### config.mk
export PLATFORM = sky130hd
export DESIGN_NAME = wdt_multi
export DESIGN_NICKNAME = d
export VERILOG_FILES = /design/src/rtl/wdt_multi.sv
export SDC_FILE = /design/constraint.sdc
export NUM_CORES = 1
export LEC_CHECK = 0
export BUFFER_PORTS_ARGS = -buffer_cell sky130_fd_sc_hd__buf_2
export CORE_ASPECT_RATIO = 1.4
export CORE_MARGIN = 2
export CORE_UTILIZATION = 55
export CTS_BUF_LIST = sky130_fd_sc_hd__clkbuf_8 sky130_fd_sc_hd__clkbuf_16
export CTS_CLUSTER_DIAMETER = 200
export DETAILED_ROUTE_END_ITERATION = 7
export GPL_ROUTABILITY_DRIVEN = 1
export PLACE_DENSITY = 0.81
export SYNTH_ARGS = -nofsm -noshare
export SYNTH_HDL_FRONTEND = slang
export SYNTH_SLANG_ARGS = --single-unit
### constraint.sdc
create_clock -name CLK -period 4.3 [get_ports CLK]
set_input_delay 0.215 -clock CLK [delete_from_list [all_inputs] [get_ports CLK]]
set_output_delay 0.215 -clock CLK [all_outputs]
set_load 0.01 [all_outputs]
### src/rtl/wdt_multi.sv
// wdt_multi: multi-channel watchdog / interval timer on the IBUS.
//
// Each of CH channels has a CNT_W-bit up-counter with auto-reload, an interval
// interrupt (CSR.OVF) and a watchdog mode that, on overflow, emits a WDTOVF_N
// low pulse of OVF_LEN CE_R cycles and optionally a PRES/MRES pulse of RST_LEN
// CE_R cycles. Channel c occupies BASE + 16*c: +0 CSR, +4 CNT, +8 RLD, +C RSTCSR.
//
// Ports:
//   CLK, RST        clock, asynchronous active-high reset
//   CE_R, CE_F      rising/falling phase clock enables (CE_F only for read capture)
//   RES_N           synchronous soft reset, sampled on CE_R
//   PRESC_CE        prescaler ticks, selected per channel by CSR.CKS
//   IBUS_*          32-bit register bus; BUSY is always 0, ACT flags a window hit
//   ITI_IRQ         per-channel interval interrupt (CSR.OVF)
//   WDTOVF_N        low while any channel's overflow pulse is active
//   PRES, MRES      power-on / manual reset requests, OR over channels
module wdt_multi #(
   parameter int unsigned CH      = 2,
   parameter int unsigned CNT_W   = 8,
   parameter logic [31:0] BASE    = 32'hFFFFFE80,
   parameter int unsigned OVF_LEN = 128,
   parameter int unsigned RST_LEN = 512
) (
   input  logic          CLK,
   input  logic          RST,
   input  logic          CE_R,
   input  logic          CE_F,
   input  logic          RES_N,
   input  logic [7:0]    PRESC_CE,
   input  logic [31:0]   IBUS_A,
   input  logic [31:0]   IBUS_DI,
   output logic [31:0]   IBUS_DO,
   input  logic [3:0]    IBUS_BA,
   input  logic          IBUS_WE,
   input  logic          IBUS_REQ,
   output logic          IBUS_BUSY,
   output logic          IBUS_ACT,
   output logic [CH-1:0] ITI_IRQ,
   output logic          WDTOVF_N,
   output logic          PRES,
   output logic          MRES
);

   localparam logic [31:0] WIN     = 32'(16 * CH);
   localparam int unsigned OW      = $clog2(OVF_LEN + 1);
   localparam int unsigned RW      = $clog2(RST_LEN + 1);
   localparam logic [7:0]  KEY_CNT = 8'h5A;
   localparam logic [7:0]  KEY_CSR = 8'hA5;

   logic [31:0] off;
   logic        reg_sel;
   logic [2:0]  sel_ch;
   logic [1:0]  sel_reg;
   logic        wr_en;
   logic [7:0]  key;

   logic [CH-1:0][31:0] rd_word;
   logic [CH-1:0]       ovf_act;
   logic [CH-1:0]       pres_req;
   logic [CH-1:0]       mres_req;
   logic [31:0]         rd_mux;
   logic [31:0]         rd_q;

   // Byte enables are ignored; all accesses are full 32-bit words.
   logic unused_bits;
   assign unused_bits = ^{IBUS_BA, IBUS_DI};

   // Subtraction never wraps once IBUS_A >= BASE, so one compare bounds the window.
   assign off     = IBUS_A - BASE;
   assign reg_sel = (IBUS_A >= BASE) && (off < WIN);
   assign sel_ch  = off[6:4];
   assign sel_reg = off[3:2];
   assign wr_en   = reg_sel && IBUS_WE && IBUS_REQ;
   assign key     = IBUS_DI[31:24];

   for (genvar c = 0; c < CH; c++) begin : g_ch
      logic             ovf_q, wtit_q, tme_q;
      logic [2:0]       cks_q;
      logic [CNT_W-1:0] cnt_q, rld_q;
      logic             wovf_q, rste_q, rsts_q;
      logic             tick_q;
      logic [OW-1:0]    ovf_pls_q;
      logic [RW-1:0]    rst_pls_q;
      logic             rst_sel_q;
      logic             ch_wr, wr_csr, wr_cnt, wr_rld, wr_rst;
      logic             wrap, ovf_set, wdt_evt;
      logic [31:0]      word;

      assign ch_wr   = wr_en && (sel_ch == 3'(c));
      assign wr_csr  = ch_wr && (sel_reg == 2'd0) && (key == KEY_CSR);
      assign wr_cnt  = ch_wr && (sel_reg == 2'd1) && (key == KEY_CNT);
      assign wr_rld  = ch_wr && (sel_reg == 2'd2) && (key == KEY_CNT);
      assign wr_rst  = ch_wr && (sel_reg == 2'd3) && (key == KEY_CSR);

      assign wrap    = tick_q && tme_q && (&cnt_q);
      assign ovf_set = wrap && !wtit_q;
      assign wdt_evt = wrap && wtit_q;

      always_ff @(posedge CLK or posedge RST) begin
         if (RST) begin
            {ovf_q, wtit_q, tme_q} <= 3'b000;
            cks_q     <= 3'd0;
            cnt_q     <= '0;
            rld_q     <= '0;
            {wovf_q, rste_q, rsts_q} <= 3'b000;
            tick_q    <= 1'b0;
            ovf_pls_q <= '0;
            rst_pls_q <= '0;
            rst_sel_q <= 1'b0;
         end else if (CE_R) begin
            if (!RES_N) begin
               {ovf_q, wtit_q, tme_q} <= 3'b000;
               cks_q     <= 3'd0;
               cnt_q     <= '0;
               rld_q     <= '0;
               {wovf_q, rste_q, rsts_q} <= 3'b000;
               tick_q    <= 1'b0;
               ovf_pls_q <= '0;
               rst_pls_q <= '0;
               rst_sel_q <= 1'b0;
            end else begin
               tick_q <= PRESC_CE[cks_q];

               // Bus write wins over the counter's own update.
               if (wr_cnt) begin
                  cnt_q <= IBUS_DI[CNT_W-1:0];
               end else if (tick_q) begin
                  if (!tme_q)      cnt_q <= '0;
                  else if (&cnt_q) cnt_q <= rld_q;
                  else             cnt_q <= cnt_q + CNT_W'(1);
               end

               if (wr_rld) rld_q <= IBUS_DI[CNT_W-1:0];

               // OVF/WOVF are clear-only from software; a hardware set always wins.
               if (wr_csr) begin
                  {wtit_q, tme_q} <= IBUS_DI[6:5];
                  cks_q           <= IBUS_DI[2:0];
                  ovf_q           <= (ovf_q & IBUS_DI[7]) | ovf_set;
               end else if (wdt_evt) begin
                  {ovf_q, wtit_q, tme_q} <= 3'b000;
                  cks_q                  <= 3'd0;
               end else begin
                  ovf_q <= ovf_q | ovf_set;
               end

               if (wr_rst) begin
                  {rste_q, rsts_q} <= IBUS_DI[6:5];
                  wovf_q           <= (wovf_q & IBUS_DI[7]) | wdt_evt;
               end else begin
                  wovf_q <= wovf_q | wdt_evt;
               end

               if (wdt_evt)              ovf_pls_q <= OW'(OVF_LEN);
               else if (ovf_pls_q != '0) ovf_pls_q <= ovf_pls_q - OW'(1);

               if (wdt_evt && rste_q) begin
                  rst_pls_q <= RW'(RST_LEN);
                  rst_sel_q <= rsts_q;
               end else if (rst_pls_q != '0) begin
                  rst_pls_q <= rst_pls_q - RW'(1);
               end
            end
         end
      end

      always_comb begin
         word = 32'h0;
         case (sel_reg)
            2'd0:    word = {24'h0, ovf_q, wtit_q, tme_q, 2'b11, cks_q};
            2'd1:    word = 32'(cnt_q);
            2'd2:    word = 32'(rld_q);
            default: word = {24'h0, wovf_q, rste_q, rsts_q, 5'h1F};
         endcase
      end

      assign rd_word[c]  = word;
      assign ITI_IRQ[c]  = ovf_q;
      assign ovf_act[c]  = (ovf_pls_q != '0);
      assign pres_req[c] = (rst_pls_q != '0) && !rst_sel_q;
      assign mres_req[c] = (rst_pls_q != '0) && rst_sel_q;
   end

   always_comb begin
      rd_mux = 32'h0;
      for (int i = 0; i < CH; i++) begin
         if (sel_ch == 3'(i)) rd_mux = rd_word[i];
      end
   end

   always_ff @(posedge CLK or posedge RST) begin
      if (RST) begin
         rd_q <= 32'h0;
      end else if (CE_F && reg_sel && !IBUS_WE && IBUS_REQ) begin
         rd_q <= rd_mux;
      end
   end

   assign IBUS_DO   = reg_sel ? rd_q : 32'h0;
   assign IBUS_BUSY = 1'b0;
   assign IBUS_ACT  = reg_sel;
   assign WDTOVF_N  = ~(|ovf_act);
   assign PRES      = |pres_req;
   assign MRES      = |mres_req;

endmodule

==> run_results.csv <==
group,metric,value,unit
outcome,status,"finished, final reports clean",
clock_tree,cts_root_buf,"clkbuf_16",
hold_path,hold_class,"in2async",
run,cap_violations,0,
synthesis,muxShareOfSynthArea,0.0665,
die,dieWidth,95.4,um
power_and_ir_drop,ir_worst_vdd,0.326,mV
setup_path,cp-start-kind,"register",
synthesis,synth-seq-cells,98,
synthesis,syn_area,0.00644,mm^2
routing,ant_nets,0,
global_route,grt_pass1_wl,28.8,mm
setup_path,crit_fanout,13,
setup_path,crit_buf_inv,0,
power_and_ir_drop,swShare,0.338,
final_layout,regArea,0.00245,mm^2
global_route,grt_pass1_vias,5740,
timing,final-hold-violation-count,0,
routing,wl_per_cell,19.9,um
timing,fmax,365,MHz
placement,portBuffers,76,
setup_path,cp_cell_sequence,"ha_1 -> and3_1 -> nand2_1 -> o21ai_1 -> o21ai_1 -> a22o_1",
timing,drv_slew,0,
global_route,antenna_found_initial,0,
synthesis,synthCells,693,
die,fp.coreArea,0.0114,mm^2
power_and_ir_drop,p_per_area,397,mW/mm^2
synthesis,async_flop_share,1.00,
timing,min_period,2.74,ns
final_layout,n_antenna_cell,0,
setup_path,cp_common_cell,"o21ai_1",
clock_tree,clock_sinks,98,
clock_tree,cts_hold_buf,0,
setup_path,worstSetupPathType,"reg2reg",
clock_tree,clock_latency,0.35,ns
routing,routed-via-count,5838,
routing,drt_pass1_iterations,7,
global_route,grt.overflow.total,0,
routing,viasPerCell,6.51,
die,fp.dieH,132,um
global_route,grtUsageMet2,0.482,
timing,post-route-period-util,0.637,
final_layout,stdcell_count,897,
clock_tree,clkTransAtPathRegs,0.06,ns
power_and_ir_drop,power.switching,0.948,mW
global_route,busiest_layer,"met2",
timing,rsz0062_at_grt,"no",
synthesis,synth_top_family_by_area,"simple AND/OR/NAND/NOR gates",
clock_tree,post_cts_buffers,0,
global_route,grt_start_max_net_pins,54,
placement,gp_congestion,0.971,
timing,worst_pin_slew,0.903,ns
setup_path,crit_path_end_kind,"register",
final_layout,multi_input_area,0.00362,mm^2
routing,drc,0,
synthesis,synth_adder_area_share,0.0175,
synthesis,avgSynthCellArea,9.29,um^2
global_route,grtUsageMet3,0.0475,
clock_tree,htreeDepth,3,
power_and_ir_drop,seqPwrFrac,0.422,
setup_path,crit_family,"compound AO/OA/AOI/OAI gates",
power_and_ir_drop,p_int,1.86,mW
clock_tree,cts_buffer_depth,2,
synthesis,yosysSeqAreaShare,0.381,
synthesis,synth-simple-area-share,0.226,
clock_tree,tritoncts,"done",
placement,pre_cts_slack,1.70,ns
final_layout,synthToLayoutAreaGrowth,9.93,%
setup_path,r2r_setup_slack,1.56,ns
setup_path,arrival,2.97,ns
power_and_ir_drop,comb_power_share,0.281,
die,initial_utilization,0.565,
timing,setup_ws,1.56,ns
die,pin_count,122,
final_layout,n_fill_cell,964,
placement,dp_hpwl,13.0,mm
power_and_ir_drop,p_total,2.81,mW
clock_tree,cts_repair_resize_count,0,
placement,dp.cells,882,
clock_tree,cts_made_buffers,9,
synthesis,synth_cell_types,78,
synthesis,synth_edf_count,0,
timing,fin_setup_tns,0,ns
routing,routed_wirelength,17.9,mm
die,die-area,0.0126,mm^2
setup_path,crit_slowest_cell,"o21ai_1",
setup_path,max_stage_delay,0.61,ns
global_route,grtUsageMet1,0.352,
routing,first_iter_violations,487,
timing,relSlewSlack,0.397,
setup_path,cp.required,4.53,ns
synthesis,yosys_warnings,0,
power_and_ir_drop,clockPowerShare,0.297,
synthesis,synth_ff_type,"dfrtp_1",
global_route,grt_usage,0.293,
synthesis,synth-compound-area-share,0.218,
final_layout,drive_gt1_frac,0.191,
final_layout,fin_nets,841,
power_and_ir_drop,p_leak,3.12,nW
timing,setup_viol_count_final,0,
timing,finalClockSkew,0.00619,ns
die,row_count,46,
synthesis,yosys.area_share.xor_xnor,0.0204,
==> worst paths after layout <==
kind                                              start  cells past startpoint                            to
hold reg to reg                     rd_q[3]$_DFFE_PP0P_                      1           rd_q[3]$_DFFE_PP0P_
min in group CLK                             IBUS_DI[3]                      2  g_ch[0].rld_q[3]$_DFFE_PP0P_
hold / removal                                      RST                      2  g_ch[1].rld_q[2]$_DFFE_PP0P_
max in group asynchronous                           RST                      3    g_ch[0].rsts_q$_DFFE_PP0P_
setup / recovery           g_ch[1].cnt_q[0]$_DFFE_PP0P_                      6  g_ch[1].cks_q[2]$_DFFE_PP0P_
setup reg to reg           g_ch[1].cnt_q[0]$_DFFE_PP0P_                      6  g_ch[1].cks_q[2]$_DFFE_PP0P_
==> cell type report <==
| class | instances | area share |
|---|---|---|
| Multi-Input combinational cell | 533 | 0.512 |
| Sequential cell | 98 | 0.346 |
| Timing Repair Buffer | 80 | 0.0580 |
| Clock buffer | 12 | 0.0377 |
| Tap cell | 144 | 0.0255 |
| Inverter | 27 | 0.0148 |
| Clock inverter | 3 | 0.00548 |
==> flip-flops by register name, summed over array words and instances, names as in the netlist <==
signal / cells
g_ch.cks_q: 6
g_ch.cnt_q: 16
g_ch.ovf_pls_q: 16
g_ch.ovf_q: 2
g_ch.rld_q: 16
g_ch.rst_pls_q: 20
g_ch.rst_sel_q: 2
g_ch.rste_q: 2
g_ch.rsts_q: 2
g_ch.tick_q: 2
g_ch.tme_q: 2
g_ch.wovf_q: 2
g_ch.wtit_q: 2
rd_q: 8
==> metrics by stage <==
stage	cell area [um^2]	util	hold slack (ns)
after floorplan	6530	-	0.348
after global placement	6770	0.594	0.423
after detailed placement	6770	0.594	0.431
after CTS	7080	0.621	0.0611
after global routing	7080	0.621	0.125
final	7080	0.621	0.0415
==> cell usage after synthesis (4+ instances only) <==
cell type | count | share of area
a31oi_1 | 5 | 0.0049
nand2_1 | 88 | 0.051
nor2_1 | 39 | 0.023
o221ai_1 | 16 | 0.022
xor2_1 | 6 | 0.0082
o2bb2ai_1 | 7 | 0.0095
dfrtp_1 | 98 | 0.38
o221a_1 | 9 | 0.016
buf_2 | 11 | 0.0085
nor3_2 | 4 | 0.0062
or3_1 | 5 | 0.0049
a21oi_1 | 37 | 0.029
buf_4 | 28 | 0.033
ha_1 | 9 | 0.017
nand3_1 | 33 | 0.026
nor3_1 | 15 | 0.012
o21ai_0 | 25 | 0.019
nand4_1 | 11 | 0.011
o31ai_1 | 6 | 0.0070
a22oi_1 | 5 | 0.0058
nor3_4 | 4 | 0.010
and3_1 | 5 | 0.0049
mux2i_1 | 9 | 0.014
nand4bb_1 | 5 | 0.0087
o21ai_1 | 26 | 0.020
nand2b_1 | 6 | 0.0058
nor4_1 | 4 | 0.0039
inv_1 | 24 | 0.014
o21a_1 | 5 | 0.0058
a22o_1 | 25 | 0.034
clkbuf_1 | 11 | 0.0064
buf_1 | 8 | 0.0047
and2_1 | 14 | 0.014
mux2_2 | 9 | 0.016
mux4_2 | 10 | 0.035
xnor2_1 | 9 | 0.012
==> power by group through the flow <==
stage	logic [mW]	clock network, mW	registers, mW
3_3_place_gp	0.738	0	1.19
5_1_grt	0.883	0.875	1.20
2_1_floorplan	0.614	0	1.16
4_1_cts	0.783	0.842	1.18
3_5_place_dp	0.780	0	1.19
6_report	0.789	0.832	1.18
==> kinds of logic (layout without fill, tap and decap cells) <==
group	after synthesis	count (layout)
other	1	25
AO/OA/AOI/OAI	193	193
flip-flops	98	98
buffers and inverters	86	122
adder cells (fa/ha/maj)	9	9
multiplexers	29	29
AND/OR/NAND/NOR	262	262
XOR/XNOR	15	15
==> placed cells by master, fill, tap and decap left out, types with 7 or more instances in the layout <==
| cell type | count |
|---|---|
| dfrtp_1 | 98 |
| inv_1 | 24 |
| mux4_2 | 10 |
| a22o_1 | 25 |
| o21ai_0 | 25 |
| nor3_1 | 15 |
| a21oi_1 | 37 |
| clkbuf_16 | 9 |
| buf_2 | 76 |
| and2_1 | 14 |
| nand4_1 | 11 |
| o2bb2ai_1 | 7 |
| o21ai_1 | 26 |
| mux2_2 | 9 |
| xnor2_1 | 9 |
| mux2i_1 | 9 |
| nand2_1 | 88 |
| o221a_1 | 9 |
| nand3_1 | 33 |
| o221ai_1 | 16 |
| nor2_1 | 39 |
| ha_1 | 9 |
| conb_1 | 25 |
==> per-layer routing <==
layer / part of all wire / vias up / routed length (um)
met1: 0.36 / 2816 / 6470
met3: 0.071 / 75 / 1280
met5: 0 / - / 0
met4: 0.068 / 0 / 1220
li1: - / 2644 / -
met2: 0.50 / 303 / 8920
(Power assumes the default switching activity.)
